===== config.mk =====
export PLATFORM = sky130hd
export DESIGN_NAME = joy_serializer_flat
export DESIGN_NICKNAME = d
export VERILOG_FILES = /design/src/rtl/joy_serializer_pkg.sv /design/src/rtl/joy_serializer_if.sv /design/src/rtl/joy_serializer_sync_edge.sv /design/src/rtl/joy_serializer.sv /design/src/flat_wrapper.sv
export SDC_FILE = /design/constraint.sdc
export NUM_CORES = 1
export LEC_CHECK = 0
export ABC_CLOCK_PERIOD_IN_PS = 1500
export BUFFER_PORTS_ARGS = -buffer_cell sky130_fd_sc_hd__buf_2
export CORE_MARGIN = 3
export CORE_UTILIZATION = 50
export CTS_BUF_LIST = sky130_fd_sc_hd__clkbuf_4
export DETAILED_ROUTE_END_ITERATION = 10
export PLACE_DENSITY_LB_ADDON = 0.25
export SLEW_MARGIN = 15
export SYNTH_ARGS = -nofsm -noshare
export SYNTH_HDL_FRONTEND = slang
export SYNTH_SLANG_ARGS = --single-unit

===== constraint.sdc =====
create_clock -name clk -period 1.5 [get_ports clk]
set_clock_uncertainty 0.15 [all_clocks]
set_input_delay 0 -clock clk [delete_from_list [all_inputs] [get_ports clk]]
set_output_delay 0 -clock clk [all_outputs]
set_load 0.005 [all_outputs]

===== src/rtl/joy_serializer_pkg.sv =====
// Shared definitions for the joystick shift-register chain (serializer and decoder).
// Word layout is MXYZ SACB RLDU, MSB first, active low.
package joy_pkg;

  localparam int JOY_BITS  = 12;
  localparam int JOY_FRAME = 2 * JOY_BITS;

  typedef enum logic [1:0] {
    ST_IDLE  = 2'd0,
    ST_LOAD  = 2'd1,
    ST_SHIFT = 2'd2,
    ST_DONE  = 2'd3
  } joy_state_e;

  // Bit positions within one joystick word
  localparam int JOY_IDX_U = 0;
  localparam int JOY_IDX_D = 1;
  localparam int JOY_IDX_L = 2;
  localparam int JOY_IDX_R = 3;
  localparam int JOY_IDX_B = 4;
  localparam int JOY_IDX_C = 5;
  localparam int JOY_IDX_A = 6;
  localparam int JOY_IDX_S = 7;
  localparam int JOY_IDX_Z = 8;
  localparam int JOY_IDX_Y = 9;
  localparam int JOY_IDX_X = 10;
  localparam int JOY_IDX_M = 11;

endpackage


===== src/rtl/joy_serializer_if.sv =====
// Three-wire joystick chain between host (decoder) and device (serializer).
interface joy_serializer_if;

  logic joy_load_n;
  logic joy_clk;
  logic joy_data;

  modport master (output joy_load_n, output joy_clk, input joy_data);
  modport slave  (input joy_load_n, input joy_clk, output joy_data);

endinterface


===== src/rtl/joy_serializer_sync_edge.sv =====
// Multi-flop synchroniser for an asynchronous level, with registered level and
// rising-edge pulse; the pulse is aligned with the cycle the synced level rises.
module sync_edge #(
  parameter int   SYNC_STAGES = 2,
  parameter logic RST_VAL     = 1'b0
) (
  input  logic clk,
  input  logic rst,
  input  logic async_i,
  output logic level_o,
  output logic rise_o
);

  logic [SYNC_STAGES-1:0] sync_q;
  logic                   rise_q;

  always_ff @(posedge clk or posedge rst) begin
    if (rst) begin
      sync_q <= {SYNC_STAGES{RST_VAL}};
      rise_q <= 1'b0;
    end else begin
      sync_q <= {sync_q[SYNC_STAGES-2:0], async_i};
      rise_q <= sync_q[SYNC_STAGES-2] & ~sync_q[SYNC_STAGES-1];
    end
  end

  assign level_o = sync_q[SYNC_STAGES-1];
  assign rise_o  = rise_q;

endmodule


===== src/rtl/joy_serializer.sv =====
// Device end of the joystick chain: captures two words on load, shifts them out
// MSB-first on each host joy_clk rising edge, then drives the fill level.
module joy_serializer
  import joy_pkg::*;
#(
  parameter int   NBITS       = JOY_BITS,
  parameter int   SYNC_STAGES = 2,
  parameter logic FILL        = 1'b1
) (
  input  logic             clk,
  input  logic             rst,
  joy_serializer_if.slave  joy,
  input  logic [NBITS-1:0] joy1_i,
  input  logic [NBITS-1:0] joy2_i,
  output logic             frame_done,
  output logic             overrun,
  output logic [4:0]       bit_cnt
);

  localparam int         FRAME     = 2 * NBITS;
  localparam logic [4:0] FRAME_CNT = 5'(FRAME);

  logic load_n_lvl;
  logic load_rel_unused;
  logic joy_clk_lvl_unused;
  logic shift_stb;

  sync_edge #(.SYNC_STAGES(SYNC_STAGES), .RST_VAL(1'b1)) u_load_sync (
    .clk     (clk),
    .rst     (rst),
    .async_i (joy.joy_load_n),
    .level_o (load_n_lvl),
    .rise_o  (load_rel_unused)
  );

  sync_edge #(.SYNC_STAGES(SYNC_STAGES), .RST_VAL(1'b0)) u_clk_sync (
    .clk     (clk),
    .rst     (rst),
    .async_i (joy.joy_clk),
    .level_o (joy_clk_lvl_unused),
    .rise_o  (shift_stb)
  );

  joy_state_e       state_q;
  logic [FRAME-1:0] sr_q;
  logic [4:0]       cnt_q;
  logic             frame_done_q;
  logic             overrun_q;

  always_ff @(posedge clk or posedge rst) begin
    if (rst) begin
      state_q      <= ST_IDLE;
      sr_q         <= {FRAME{FILL}};
      cnt_q        <= '0;
      frame_done_q <= 1'b0;
      overrun_q    <= 1'b0;
    end else begin
      frame_done_q <= 1'b0;
      // Load has priority over everything, including a coincident shift strobe
      if (!load_n_lvl) begin
        state_q   <= ST_LOAD;
        sr_q      <= {joy1_i, joy2_i};
        cnt_q     <= '0;
        overrun_q <= 1'b0;
      end else begin
        case (state_q)
          ST_IDLE: ;
          ST_LOAD: state_q <= ST_SHIFT;
          ST_SHIFT: begin
            if (shift_stb) begin
              sr_q  <= {sr_q[FRAME-2:0], FILL};
              cnt_q <= cnt_q + 5'd1;
              if (cnt_q == FRAME_CNT - 5'd1) begin
                frame_done_q <= 1'b1;
                state_q      <= ST_DONE;
              end
            end
          end
          ST_DONE: begin
            if (shift_stb) overrun_q <= 1'b1;
          end
          default: state_q <= ST_IDLE;
        endcase
      end
    end
  end

  assign joy.joy_data = sr_q[FRAME-1];
  assign frame_done   = frame_done_q;
  assign overrun      = overrun_q;
  assign bit_cnt      = cnt_q;

endmodule


===== src/flat_wrapper.sv =====
// flat-port wrapper written by rule: the top's interface ports become plain ports
module joy_serializer_flat import joy_pkg::*;
#(
  parameter int   NBITS       = JOY_BITS,
  parameter int   SYNC_STAGES = 2,
  parameter logic FILL        = 1'b1
)
  (clk, rst, joy1_i, joy2_i, frame_done, overrun, bit_cnt, joy_joy_load_n, joy_joy_clk, joy_joy_data);
  joy_serializer_if joy_i ();
  input  logic clk;
  input  logic rst;
  input  logic [NBITS-1:0] joy1_i;
  input  logic [NBITS-1:0] joy2_i;
  output logic frame_done;
  output logic overrun;
  output logic [4:0] bit_cnt;
  input wire logic [$bits(joy_i.joy_load_n)-1:0] joy_joy_load_n;
  input wire logic [$bits(joy_i.joy_clk)-1:0] joy_joy_clk;
  output wire logic [$bits(joy_i.joy_data)-1:0] joy_joy_data;
  assign joy_i.joy_load_n = joy_joy_load_n;
  assign joy_i.joy_clk = joy_joy_clk;
  assign joy_joy_data = joy_i.joy_data;
  joy_serializer #(.NBITS(NBITS), .SYNC_STAGES(SYNC_STAGES), .FILL(FILL)) u_core (.clk(clk), .rst(rst), .joy(joy_i), .joy1_i(joy1_i), .joy2_i(joy2_i), .frame_done(frame_done), .overrun(overrun), .bit_cnt(bit_cnt));
endmodule

# After elaboration in Yosys (flattened, before gate mapping)
# Cells that the tools add are included.
[word_totals] input_bits=28 register_bits=38 out_inout_bits=8 wordCells=41
[op_classes] muxes=17 n_reduce_logical=3 n_addsub=1 eq_ne=10 n_bitwise=2
[ops] operator="24-bit 2-to-1 mux" n=3
[ops] operator="5-bit 2-to-1 mux" n=3
[ops] operator="1-bit 2-to-1 mux" n=7
[ops] operator="2-bit 2-to-1 mux" n=3
[ops] operator="5-bit by 1-bit adder with 5-bit output, second input constant" n=1
[ops] operator="5-bit equality test, second input constant" n=1
[ops] operator="2-bit equality test, second input constant" n=2
[ops] operator="2-bit by 1-bit != test with 1-bit output, second input constant" n=2
[ops] operator="2-bit one-hot mux with 2 select lines" n=1
[ops] operator="2-bit AND reduction" n=2
[ops] operator="3-bit by 1-bit != test with 1-bit output, second input constant" n=1
[ops] operator="3-bit by 2-bit != test with 1-bit output, second input constant" n=1
[ops] operator="3-bit != test, second input constant" n=1
[ops] operator="3-bit AND reduction" n=1
[ops] operator="2-bit by 1-bit equality test with 1-bit output, second input constant" n=1
[ops] operator="2-bit != test, second input constant" n=1
[ops] operator="1-bit bitwise AND" n=1
[ops] operator="1-bit NOT" n=1

# Logic depth before layout (Yosys ltp)
[depth] depth_word=5 ltp_mapped=4 ltp_nobuf=4

# Hierarchy
# From an unflattened synthesis, not the netlist that was laid out.
[unflattened] cells_unflattened=152 area_unflattened_um2=1697.9
[by_module_without_submodules] module="joy_serializer" cells_per_inst=142 area_per_inst_um2=1510.2 seq_area_each_um2=855.8 n_inst=1
[by_module_without_submodules] module="sync_edge (u_core.u_load_sync)" cells_per_inst=5 area_per_inst_um2=95.1 seq_area_each_um2=77.6 n_inst=1
[by_module_without_submodules] module="sync_edge (u_core.u_clk_sync)" cells_per_inst=5 area_per_inst_um2=92.6 seq_area_each_um2=75.1 n_inst=1

# Least setup slack after synthesis
# No wires, ideal clock.
[synth_timing] kind="reg2reg" start="reg u_core.state_q[0]" end="reg u_core.cnt_q[3], in the netlist u_core.bit_cnt[3]" synth_period_minus_slack_ns=1.446 setup_ns=0.078 t_required_ns=1.272 stages_incl_launch_ff=5 setup_slack_ns=0.054 t_arrival_ns=1.218 n_path_buf=1 cell_sequence="dfrtp_1 > nand3b_1 > buf_6 > or3_1 > a21oi_1"
[synth_between] elab_chain_cells=3
[synth_lines] element="start: declaration" line="joy_serializer.sv:44" rtl="joy_state_e state_q;"
[synth_lines] element="start signal: assignment" line="joy_serializer.sv:52" rtl="state_q <= ST_IDLE;"
[synth_lines] element="start signal: assignment" line="joy_serializer.sv:61" rtl="state_q <= ST_LOAD;"
[synth_lines] element="start signal: assignment" line="joy_serializer.sv:68" rtl="ST_LOAD: state_q <= ST_SHIFT;"
[synth_lines] element="2-bit equality test" line="joy_serializer.sv:66" rtl="case (state_q)"
[synth_lines] element="2-bit by 1-bit != test with 1-bit output (no line)"
[synth_lines] element="2-bit AND reduction (no line)"
[synth_lines] element="end signal: assignment" line="joy_serializer.sv:72" rtl="cnt_q <= cnt_q + 5'd1;"
[synth_lines] element="end: declaration" line="joy_serializer.sv:46" rtl="logic [4:0] cnt_q;"
# No other way between the ends.
# A chain may end at the register's enable or synchronous reset.

# Final worst setup path
[layout_timing] start="reg u_core.cnt_q[1], in the netlist u_core.bit_cnt[1]" end="reg u_core.cnt_q[4], in the netlist u_core.bit_cnt[4]"
[layout_between] elab_chain_cells=4
[layout_lines] element="5-bit by 1-bit adder with 5-bit output" line="joy_serializer.sv:72"
[layout_lines] element="5-bit 2-to-1 mux" line="joy_serializer.sv:70" rtl="if (shift_stb) begin"
[layout_lines] element="5-bit 2-to-1 mux" line="joy_serializer.sv:66"
[layout_lines] element="5-bit 2-to-1 mux" line="joy_serializer.sv:60" rtl="if (!load_n_lvl) begin"
# No other way between the ends. The select of a mux whose other input is x is not followed.

==> qor.txt <==
Flops & latches, synth: 38
Relative slew slack: 69.7%
Initial antenna violation count: 0
Die width: 63.3 um
H-tree Lvls: 2
Most frequent cells after synthesis: nor2_1 (30), dfstp_2 (26), a21oi_1 (25)
ANT nets after route: 0
Final nets: 254
Warnings from Yosys: 0
Via density: 4.94
Delay-heaviest family, CP: simple AND/OR/NAND/NOR gates
R2R cell count: 4
Leakage: 1.18 nW
Status: complete, no violations
Top FF cell, synth: dfstp_2
Synthesized area per cell: 11.1 um^2
Die area: 0.00401 mm^2
Worst-case clock buffer depth: 2
Multi-input logic area: 624 um^2
Gr usage total: 17.9%
Synth Cell Area: 0.00164 mm^2
CP Cell Sequence: ha_4 -> nand3_1 -> or3_1 -> a21oi_1
Cell count after synthesis: 148
Clock tree from TritonCTS: built
Total area of sequential cells: 983 um^2
Die Ht: 63.3 um
CP max stage cell: dfrtp_1
Synth Net Count: 177
Post-route clock period utilization: 94.5%
Via count: 1,333
Critical Path RT: 1620 ps
Max-cap violations: 0
Final setup violation count: 0
Post-synth cell types: 22
Pre-antenna DRT Iters: 5
DR DRC count: 0
Number of global-route vias before repair: 1,310
CP Depth: 4
Port buffer count: 35
Final hold violations: 0
FP Rows: 20
Worst min path class: in2reg
Startpoint Class: flop
Place WS: 15.7 ps
Post-DP HPWL: 2.08 mm
Post-synth EDFFs: 0
Synth top area share: 41.6%
Sink Count: 38
Leading area contributor after synthesis: dfstp_2
Most numerous cell in the Yosys netlist: nor2_1
Worst-case vdd ir drop: 0.661 mV
Initial Util: 53.0%
Ports: 36
Fillers: 230
Final GP Congestion: 0.833
Final Core Density: 74.5%
Grt ovf: 0
Largest net degree at the start of global routing: 39
Final WL: 3.46 mm
Buf/Inv on CP: 0
Pwr Total: 0.00198 W
Critical Path End Type: flop
Syn-to-layout area delta: 40.6%
Cell area power density: 858 mW/mm^2
CP max FO: 4
Worst Path Arrival: 1540 ps
Crit-path max cell delay: 430 ps
Fmax: 705 MHz
Worst slew pin tran: 454 ps
Latest clock arrival within the worst-skew pair: 340 ps
Synth async-reset ratio: 100%
Seq/Total Area, Yosys: 59.8%
Core Region: 0.00310 mm^2
Clock transition at the registers of the reported paths: 110 ps
Synth top area cells: dfstp_2 (42%), dfrtp_1 (18%), mux2i_1 (15%)
Setup TNS: 0 ps
Layout cells sized above 1: 37.6%
Fin. max-slew vios: 0
Setup Crit Path Kind: reg2reg
DRT iter0 DRCs: 70
Diodes inserted: 0
Fin Hold WS: 148 ps
Routed WL per cell: 12.8 um
Hold depth: 2
Tmin final: 1420 ps
Clk root buf: clkbuf_4
Setup ws final: 81.9 ps
TritonCTS Buffers: 5
First-pass GRT wire length: 5.60 mm
[routing by layer]
metal / up-vias / GRT usage, % / share of wire, %
li1: 671 / - / -
met1: 612 / 21.0 / 42
met2: 42 / 30.5 / 51
met3: 8 / 6.06 / 5.0
met4: 0 / 6.20 / 1.8
met5: - / 0 / 0
[final cells by class]
class	instances	area share, %
sequential	38	42.5
multi-input combinational	99	27.0
timing repair buffer	78	25.3
tap	44	2.38
clock buffer	6	1.95
inverter	3	0.487
clock inverter	2	0.379
[logic make-up after synthesis]
kind of cell    Yosys count  synth area share, %
compound gates           30                 9.44
xor+xnor                  2                 1.07
fa+ha+maj                 1                0.761
buf+inv                  12                 3.42
flops                    38                 59.8
mux                      24                 14.6
simple gates             41                 10.9
[cell usage in the layout, fill, tap and decap left out, drive strengths merged]
cell type    Yosys  layout
dfstp           26      26
a21oi           25      25
xor2             2       2
nand3b           1       2
nor2b            1       1
o211ai           1       1
or3              2       2
buf              5      51
mux2i           24      24
ha               1       1
nor2            30      30
a31oi            2       2
o21ai            2       2
clkbuf           4       6
dfrtp           12      12
nand2            2       2
inv              3       3
dlygate4sd3      0      27
nand3            2       2
nand4b           2       2
nor3             1       1
clkinv           0       2
[power breakdown]
group          internal, W  switching, W
sequential         0.00115     0.0000417
clock             0.000194      0.000312
combinational     0.000162      0.000126
[per-stage QoR]
step                      std cells  instance area (um^2)
after detailed placement        227                  1910
after global placement          227                  1910
after global routing            270                  2310
after CTS                       264                  2250
final                           270                  2310
after floorplan                 148                  1640
[path summary, 6_finish.rpt]
check                                                       start                                     end  slack, ps
min in group asynchronous                                     rst           u_core.bit_cnt[2]$_DFFE_PP0P_        160
max reg2reg                         u_core.bit_cnt[1]$_DFFE_PP0P_           u_core.bit_cnt[4]$_DFFE_PP0P_         80
min reg2reg                u_core.u_load_sync.sync_q[0]$_DFF_PP1_  u_core.u_load_sync.sync_q[1]$_DFF_PP1_        230
max in group asynchronous                                     rst              u_core.sr_q[2]$_DFFE_PP1P_        690
max                                 u_core.bit_cnt[1]$_DFFE_PP0P_           u_core.bit_cnt[4]$_DFFE_PP0P_         80
min                                                   joy_joy_clk   u_core.u_clk_sync.sync_q[0]$_DFF_PP0_        150
[state kept, by name (all words and copies together), names as in the netlist]
name / count
u_core.bit_cnt: 5
u_core.u_clk_sync.sync_q: 2
u_core.state_q: 2
u_core.sr_q: 24
u_core.frame_done: 1
u_core.overrun: 1
u_core.u_clk_sync.rise_o: 1
u_core.u_load_sync.sync_q: 2
[what timing repair did]
action                                 in CTS  in global routing
resized for setup                           0                  5
setup endpoints to repair                   7                 13
pin swaps                                   0                  3
gates cloned                                0                  3
buffers inserted                            2                  3
hold buffers                               27                  0
endpoints found under the hold margin      64                  0
No activity file was read; power rests on OpenSTA's default activity.
